[src/rtl/button_pkg.sv]
// ============================================================================
// Module : button_pkg
// Shared FSM state encoding, default timing constants and counter sizing.
// Revision: 1.0
// ============================================================================
`default_nettype none

package button_pkg;

    typedef enum logic [1:0] {
        S_IDLE   = 2'd0,
        S_HOLD   = 2'd1,
        S_REPEAT = 2'd2
    } btn_state_t;

    // Defaults assume a 25 MHz clock: 10 ms debounce, 500 ms delay, 100 ms period
    localparam int c_DEBOUNCE_LIMIT = 250000;
    localparam int c_REPEAT_DELAY   = 12500000;
    localparam int c_REPEAT_PERIOD  = 2500000;

    // A limit of 1 still needs a 1-bit counter to hold the value 0
    function automatic int cnt_width(input int limit);
        return (limit < 2) ? 1 : $clog2(limit);
    endfunction

endpackage

`default_nettype wire

[src/rtl/sync_2ff.sv]
// ============================================================================
// Module : sync_2ff
// Two-flop synchronizer bringing one asynchronous level into the i_Clk domain.
// Revision: 1.0
// ============================================================================
`default_nettype none

module sync_2ff (
    input  logic i_Clk,
    input  logic i_Rst_L,
    input  logic i_d,
    output logic o_q
);

    logic r_meta;
    logic r_sync;

    always_ff @(posedge i_Clk or negedge i_Rst_L) begin
        if (!i_Rst_L) begin
            r_meta <= 1'b0;
            r_sync <= 1'b0;
        end else begin
            r_meta <= i_d;
            r_sync <= r_meta;
        end
    end

    assign o_q = r_sync;

endmodule

`default_nettype wire

[src/rtl/button_event.sv]
// ============================================================================
// Module : button_event
// Debounced push-button with press/release pulses and optional auto-repeat,
// enabled by defining BUTTON_AUTO_REPEAT_EN.
// Revision: 1.0
// ============================================================================
`default_nettype none

module button_event #(
    parameter int DEBOUNCE_LIMIT = button_pkg::c_DEBOUNCE_LIMIT,
    parameter int REPEAT_DELAY   = button_pkg::c_REPEAT_DELAY,
    parameter int REPEAT_PERIOD  = button_pkg::c_REPEAT_PERIOD
) (
    input  logic i_Clk,
    input  logic i_Rst_L,
    input  logic i_Switch,
    output logic o_Switch,
    output logic o_Press,
    output logic o_Release,
    output logic o_Repeat
);

    import button_pkg::*;

    localparam int              c_DB_W   = cnt_width(DEBOUNCE_LIMIT);
    localparam logic [c_DB_W-1:0] c_DB_MAX = c_DB_W'(DEBOUNCE_LIMIT - 1);

    logic              w_sync;
    logic              r_switch;
    logic [c_DB_W-1:0] r_db_count;
    logic              w_differ;
    logic              w_accept;
    logic              w_accept_press;
    logic              w_accept_release;
    logic              r_press;
    logic              r_release;
    btn_state_t        r_state;
    btn_state_t        w_state_next;

    sync_2ff u_sync (
        .i_Clk   (i_Clk),
        .i_Rst_L (i_Rst_L),
        .i_d     (i_Switch),
        .o_q     (w_sync)
    );

    // A new level is accepted once it has differed for DEBOUNCE_LIMIT cycles
    assign w_differ         = w_sync ^ r_switch;
    assign w_accept         = w_differ && (r_db_count == c_DB_MAX);
    assign w_accept_press   = w_accept && !r_switch;
    assign w_accept_release = w_accept &&  r_switch;

    always_ff @(posedge i_Clk or negedge i_Rst_L) begin
        if (!i_Rst_L) begin
            r_switch   <= 1'b0;
            r_db_count <= '0;
        end else if (!w_differ) begin
            r_db_count <= '0;
        end else if (w_accept) begin
            r_switch   <= ~r_switch;
            r_db_count <= '0;
        end else begin
            r_db_count <= r_db_count + 1'b1;
        end
    end

    always_ff @(posedge i_Clk or negedge i_Rst_L) begin
        if (!i_Rst_L) begin
            r_press   <= 1'b0;
            r_release <= 1'b0;
        end else begin
            r_press   <= w_accept_press;
            r_release <= w_accept_release;
        end
    end

    always_ff @(posedge i_Clk or negedge i_Rst_L) begin
        if (!i_Rst_L) begin
            r_state <= S_IDLE;
        end else begin
            r_state <= w_state_next;
        end
    end

`ifdef BUTTON_AUTO_REPEAT_EN
    // One timer serves both the initial delay and the repeat period
    localparam int                 c_TMR_W     = cnt_width((REPEAT_DELAY > REPEAT_PERIOD) ?
                                                           REPEAT_DELAY : REPEAT_PERIOD);
    localparam logic [c_TMR_W-1:0] c_DELAY_MAX  = c_TMR_W'(REPEAT_DELAY - 1);
    localparam logic [c_TMR_W-1:0] c_PERIOD_MAX = c_TMR_W'(REPEAT_PERIOD - 1);

    logic [c_TMR_W-1:0] r_timer;
    logic [c_TMR_W-1:0] w_timer_next;
    logic               w_repeat_next;
    logic               r_repeat;

    always_comb begin
        w_state_next  = r_state;
        w_timer_next  = r_timer;
        w_repeat_next = 1'b0;
        if (w_accept_release) begin
            // Release wins over a repeat falling due in the same cycle
            w_state_next = S_IDLE;
            w_timer_next = '0;
        end else begin
            case (r_state)
                S_IDLE: begin
                    if (w_accept_press) begin
                        w_state_next = S_HOLD;
                        w_timer_next = '0;
                    end
                end
                S_HOLD: begin
                    if (r_timer == c_DELAY_MAX) begin
                        w_state_next  = S_REPEAT;
                        w_timer_next  = '0;
                        w_repeat_next = 1'b1;
                    end else begin
                        w_timer_next = r_timer + 1'b1;
                    end
                end
                S_REPEAT: begin
                    if (r_timer == c_PERIOD_MAX) begin
                        w_timer_next  = '0;
                        w_repeat_next = 1'b1;
                    end else begin
                        w_timer_next = r_timer + 1'b1;
                    end
                end
                default: begin
                    w_state_next = S_IDLE;
                    w_timer_next = '0;
                end
            endcase
        end
    end

    always_ff @(posedge i_Clk or negedge i_Rst_L) begin
        if (!i_Rst_L) begin
            r_timer  <= '0;
            r_repeat <= 1'b0;
        end else begin
            r_timer  <= w_timer_next;
            r_repeat <= w_repeat_next;
        end
    end

    assign o_Repeat = r_repeat;
`else
    always_comb begin
        w_state_next = r_state;
        if (w_accept_release) begin
            w_state_next = S_IDLE;
        end else if ((r_state == S_IDLE) && w_accept_press) begin
            w_state_next = S_HOLD;
        end else if (r_state == S_REPEAT) begin
            w_state_next = S_IDLE;
        end
    end

    assign o_Repeat = 1'b0;
`endif

    assign o_Switch  = r_switch;
    assign o_Press   = r_press;
    assign o_Release = r_release;

endmodule

`default_nettype wire

[config.mk]
export PLATFORM = sky130hd
export DESIGN_NAME = button_event
export DESIGN_NICKNAME = d
export VERILOG_FILES = /design/src/rtl/button_pkg.sv /design/src/rtl/sync_2ff.sv /design/src/rtl/button_event.sv
export SDC_FILE = /design/constraint.sdc
export NUM_CORES = 1
export LEC_CHECK = 0
export CORE_MARGIN = 4
export CORE_UTILIZATION = 40
export DETAILED_ROUTE_END_ITERATION = 7
export PLACE_DENSITY = 0.58
export RECOVER_POWER = 100
export SLEW_MARGIN = 20
export SYNTH_ARGS = -nofsm -noshare
export SYNTH_HDL_FRONTEND = slang
export SYNTH_HIERARCHICAL = 1
export SYNTH_SLANG_ARGS = --single-unit
[constraint.sdc]
create_clock -name i_Clk -period 1.9 [get_ports i_Clk]
set_clock_uncertainty 0.05 [all_clocks]
set_input_delay 0.19 -clock i_Clk [delete_from_list [all_inputs] [get_ports i_Clk]]
set_output_delay 0.19 -clock i_Clk [all_outputs]
set_load 0.1 [all_outputs]
==> flow_metrics.py, run 1 <==
metrics = {
    "outcome": {
        "status": "finished clean",
    },
    "critical_path": {
        "crit_required_ns": 2.05,
        "crit_type": "reg -> reg",
        "worst_ep_arrival_time_ns": 1.94,
        "critPathLaunchType": "register",
        "worstPathMaxFanout": 9,
        "end_kind": "register",
        "rrSetupSlack_ns": 0.12,
    },
    "placement": {
        "pre_cts_slack_ns": 0.0789,
        "numPortBuffers": 5,
        "gp_congestion": 0.773,
        "hpwlAfterDp_mm": 1.52,
    },
    "yosys": {
        "synth_compound_area_frac": 0.0343,
        "synth.distinct_cells": 24,
        "synth_xor_area_frac": 0.136,
        "ys_seq_area_frac": 0.526,
        "yosysTopAreaCellShare": 0.526,
        "yosysWarnings": 6,
        "synth_mux_area_frac": 0,
        "synth_seq_cells": 23,
        "yosys.area_share.simple": 0.257,
        "synth_edf_count": 0,
        "synth_adder_area_share": 0.0114,
        "synth.cell_area_um2": 1090,
        "netlist_instances": 103,
        "synth.area.top_cells": "dfrtp_1, xnor2_1, nor2_1",
        "synth_commonest_cells": "dfrtp_1, nor2_1, xnor2_1",
        "async_flop_share": 1.00,
        "synth_top_area_cell": "dfrtp_1",
        "syn-num-nets": 107,
        "dominantRegCellSynth": "dfrtp_1",
        "yosysMostFrequentCell": "dfrtp_1",
        "synth_top_family_by_area": "simple AND/OR/NAND/NOR gates",
        "postSynthAreaPerCell_um2": 10.6,
    },
    "layout": {
        "syn2layout_area_growth_pct": 11.6,
        "fillers": 247,
        "antenna-diode-count": 0,
        "final_nets": 123,
        "drive_above_1_share": 0.153,
    },
    "cts": {
        "cts.path.max_buffers": 2,
        "cts_tree": "yes",
        "clkSinkCount": 23,
        "cts.htree.levels": 1,
        "root_buffer": "clkbuf_4",
        "cts-buffers-inserted": 3,
        "clkLatencyLatePin_ns": 0.31,
        "clk_pin_slew_worst_paths_ns": 0.13,
    },
    "detailed_routing": {
        "via_per_inst": 5.03,
        "dr.pass1.iters": 4,
        "drt_wl_total_mm": 2.00,
        "wl_per_cell_um": 13.5,
        "dr.first_iter.drc_count": 13,
        "drc_errors": 0,
        "vias": 745,
        "ant_nets": 0,
    },
    "sta": {
        "tns_ns": 0,
        "worst_slack_ns": 0.118,
        "finalHoldViolCount": 0,
        "setup_viol": 0,
        "fmax_ghz": 0.561,
        "maxSlewViolCount": 0,
        "layout_min_cycle_time_ns": 1.78,
        "rsz0062_at_grt": "no",
        "worstMarginPinSlew_ns": 1.22,
        "fin_crit_sh": 0.938,
        "slew_headroom": 0.184,
    },
    "power": {
        "p_leak_uw": 0.000518,
        "power_density_nw_per_um2": 631,
        "ir_worst_vdd_mv": 0.483,
    },
    "run": {
        "cap_viol_max_count": 0,
    },
    "die": {
        "fp.dieW_um": 60.3,
        "io_pins": 7,
        "rows": 18,
        "die_y_um": 60.3,
        "core_area_um2": 2540,
        "start_util": 0.430,
        "die_area_um2": 3630,
    },
    "global_route": {
        "antenna_found_initial": 0,
        "grt_max_degree": 24,
        "gr-usage-all-layers": 0.127,
        "globalRouteOverflowTotal": 0,
        "grt_pass1_vias": 754,
        "grt_pass1_wl_mm": 3.42,
    },
    "hold_path": {
        "hold_class": "reg -> reg",
    },
}
[cells in the final DEF (no fill, tap or decap)]
cell type	count
conb_1	1
or3_1	1
xor2_1	6
nor4_1	4
a21oi_1	1
nor3_1	5
o21ai_0	1
or4_4	2
clkbuf_4	3
nor4b_1	1
buf_4	7
o41ai_2	1
clkbuf_1	2
and4_1	1
inv_1	4
dlygate4sd3_1	2
nand3b_1	1
dfrtp_2	1
ha_1	1
dfrtp_1	22
xnor2_1	11
nor2_1	20
nand4_4	1
nor2b_1	1
nand4_1	5
nand2_1	5
nand3_1	5
clkbuf_2	3
[where the power goes]
| part | switching [uW] | internal [uW] |
|---|---|---|
| Sequential | 7.69 | 497 |
| Clock | 140 | 81.8 |
| Combinational | 31.3 | 12.3 |
[layer usage]
layer	vias to the layer above	routed length (um)	GRT usage
met4	0	12	0.0190
li1	381	-	-
met3	2	95	0.0389
met1	351	996	0.188
met5	-	0	0
met2	11	894	0.187
[cell type report]
cell class	instances	area, um2	area share
Sequential cell	23	577	0.473
Multi-Input combinational cell	74	473	0.388
Timing Repair Buffer	13	91.3	0.0749
Tap cell	30	37.5	0.0308
Clock buffer	4	26.3	0.0215
Inverter	4	15.0	0.0123
[critical path: stages, from the launching register on]
cell and delay [ns]:
dfrtp_1 0.47, or4_4 0.52, o41ai_2 0.37, buf_4 0.23, nor2_1 0.06
[sequential cells by signal, indices dropped and copies added (netlist names)]
signal         count
r_db_count        18
u_sync/r_meta      1
o_Switch           1
u_sync/o_q         1
o_Press            1
o_Release          1
[worst paths after layout]
check	start	end	depth (start not counted)
worst min-delay path	u_sync/r_meta	u_sync/o_q	0
worst max-delay path	r_db_count[6]	r_db_count[12]	4
max in group asynchronous	i_Rst_L	r_db_count[5]	2
min in group asynchronous	i_Rst_L	r_db_count[11]	2
worst max register to register	r_db_count[6]	r_db_count[12]	4
worst min register to register	u_sync/r_meta	u_sync/o_q	0
[cells by family (layout without fill, tap and decap cells)]
logic type	Yosys count	count (layout)
simple gates	52	52
buf+inv	6	21
compound gates	3	3
other cells	1	1
fa+ha+maj	1	1
xor+xnor	17	17
flops	23	23
[stage by stage]
step	instances	area [um2]	utilization	power (uW)	hold WS, ns
detailed placement	143	1210	0.474	562	0.314
global route	148	1220	0.479	807	0.346
CTS	147	1230	0.485	785	0.166
global placement	143	1210	0.474	560	0.282
floorplan	103	1090	-	541	-0.156
finish	148	1220	0.479	770	0.320
[what timing repair did]
action | 4_1_cts | 5_1_grt
setup buffers | 0 | 1
hold buffers | 0 | 0
gates resized for setup | 0 | 1
hold endpoints to repair | 0 | 0
setup endpoints to repair | 0 | 1
No activity file was read; power rests on OpenSTA's default activity.
==> run 2: changes to the inputs <==
RECOVER_POWER = 50   (was 100)
==> run 2 against run 1 <==
  * Hold slack is essentially flat
  * Register-to-register slack barely moved
  * Combinational power grew 3%
  * Clock power barely moved
  * Clock-buffer cell count is the same
  * Fmax up 0.79%
  * Setup slack improved by 0.014 ns
  * Critical path type unchanged
  * Largest cell class unchanged
  * Largest power group unchanged
==> flow_metrics.py, run 2 (synthesis gave the netlist of run 1 again) <==
metrics = {
    "critical_path": {
        "timing.critical_path.to": "r_db_count[12]",
        "r2r-end": "r_db_count[12]",
        "reg2reg_depth": 4,
        "critPathBufInv": 1,
        "rrSetupSlack_ns": 0.13,
        "crit_type": "reg -> reg",
        "crit_required_ns": 2.05,
        "end_kind": "register",
        "cpPeakStageDelay_ns": 0.53,
        "crit_chain": "or4_4, o41ai_4, buf_4, nor2_1",
        "worstPathMaxFanout": 9,
        "cpLargestDelayFamily": "simple AND/OR/NAND/NOR gates",
        "cp_slowest_cell": "or4_4",
        "critPathLaunchType": "register",
        "startpoint": "r_db_count[6]",
        "rr_startpoint": "r_db_count[6]",
        "cp.depth": 4,
        "worst_ep_arrival_time_ns": 1.92,
    },
    "detailed_routing": {
        "wl_met2_um": 882,
        "vias": 748,
        "via_per_inst": 5.05,
        "dr.pass1.iters": 4,
        "drc_errors": 0,
        "wl_per_cell_um": 13.4,
        "wl_met3_um": 95,
        "drt_wl_total_mm": 1.99,
        "routed.top_layer": "met4",
        "ant_nets": 0,
        "m1WireLength_um": 999,
        "dr.first_iter.drc_count": 11,
    },
    "placement": {
        "place_inst": 143,
        "hpwlAfterDp_mm": 1.52,
        "gp_congestion": 0.773,
        "numPortBuffers": 5,
    },
    "cts": {
        "cts-buffers-inserted": 3,
        "clk_pin_slew_worst_paths_ns": 0.12,
        "clkSinkCount": 23,
        "cts_tree": "yes",
        "cts.path.max_buffers": 2,
        "clkLatencyLatePin_ns": 0.30,
        "cts.htree.levels": 1,
        "postCtsHoldBufs": 0,
        "root_buffer": "clkbuf_4",
    },
    "outcome": {
        "status": "finished clean",
    },
    "power": {
        "ir_worst_vdd_mv": 0.483,
        "p_total_uw": 771,
        "comb_power_share": 0.058,
        "p_leak_uw": 0.000521,
        "p_clk_frac": 0.288,
        "power_density_nw_per_um2": 622,
        "sw_frac_of_total": 0.233,
        "p_int_uw": 592,
        "netSwitchingPower_uw": 179,
        "sequentialPowerShare": 0.654,
    },
    "global_route": {
        "grt_pass1_vias": 754,
        "antenna_found_initial": 0,
        "grt_pass1_wl_mm": 3.42,
        "grt_max_degree": 24,
        "globalRouteOverflowTotal": 0,
        "gr-usage-all-layers": 0.127,
    },
    "die": {
        "rows": 18,
        "die_y_um": 60.3,
        "core_area_um2": 2540,
        "die_area_um2": 3630,
        "fp.dieW_um": 60.3,
        "io_pins": 7,
        "start_util": 0.430,
    },
    "layout": {
        "fillers": 243,
        "utilization": 0.487,
        "top_register": "r_db_count",
        "layout.cells.non_filler": 148,
        "largest_reg_flops": 18,
        "final_common_cell": "dfrtp_1",
        "syn2layout_area_growth_pct": 13.3,
        "antenna-diode-count": 0,
        "final_cell_mix": "dfrtp_1, nor2_1, xnor2_1",
        "drive_above_1_share": 0.153,
        "final_nets": 123,
    },
    "sta": {
        "layout_min_cycle_time_ns": 1.77,
        "fmax_ghz": 0.566,
        "rsz0062_at_grt": "no",
        "slew_headroom": 0.191,
        "maxSlewViolCount": 0,
        "worstMarginPinSlew_ns": 1.21,
        "fin_crit_sh": 0.931,
        "finalHoldViolCount": 0,
        "whs_ns": 0.320,
        "setup_viol": 0,
        "tns_ns": 0,
    },
    "hold_path": {
        "hold_class": "reg -> reg",
    },
    "run": {
        "cap_viol_max_count": 0,
    },
}
run 2: cell count changes in the layout (fill, tap and decap cells not counted), sizes merged:
cell    change
buf         +3
clkbuf      -3
run 2: per-layer routing:
layer | global-route usage | vias to the layer above
met5 | 0 | -
met3 | 0.0389 | 2
li1 | - | 382
met2 | 0.187 | 11
met1 | 0.188 | 353
met4 | 0.0190 | 0
run 2: what timing repair did:
action,4_1_cts,5_1_grt
buffers inserted,0,1
endpoints found under the setup margin,0,1
resized for setup,0,1
run 2: worst min path at each step:
stage	slack (ns)	to	from	cells past startpoint
2_1_floorplan	-0.16	o_Press	i_Rst_L	0
3_3_place_gp	0.28	u_sync/o_q	u_sync/r_meta	0
3_5_place_dp	0.31	u_sync/o_q	u_sync/r_meta	0
4_1_cts	0.17	r_db_count[11]	i_Rst_L	2
5_1_grt	0.35	u_sync/o_q	u_sync/r_meta	0
6_report	0.32	u_sync/o_q	u_sync/r_meta	0
run 2: cell type report:
cell class	instances	area [um2]	area share
inverters	4	15.0	0.0121
well taps	30	37.5	0.0303
clock buffers	4	26.3	0.0212
repair buffers	13	98.8	0.0798
multi-input cells	74	484	0.391
flip-flops and latches	23	577	0.466
run 2: worst register-to-register path, cell delays in order (launching register included):
cell,delay [ns]
dfrtp_1,0.47
or4_4,0.53
o41ai_4,0.35
buf_4,0.22
nor2_1,0.06
run 2: metrics by stage:
| stage | instance area, um2 | setup WS (ns) |
|---|---|---|
| 2_1_floorplan | 1090 | 0.0193 |
| 5_1_grt | 1240 | 0.0176 |
| 4_1_cts | 1230 | 0.0511 |
| 3_5_place_dp | 1210 | 0.0789 |
| 3_3_place_gp | 1210 | 0.117 |
| 6_report | 1240 | 0.132 |
run 2: power by group through the flow:
stage               Clock [uW]  Sequential, uW  Combinational, uW
floorplan                    0             512               29.3
global placement             0             513               46.9
detailed placement           0             514               48.0
CTS                        232             504               48.1
global route               250             506               51.0
finish                     222             504               44.8
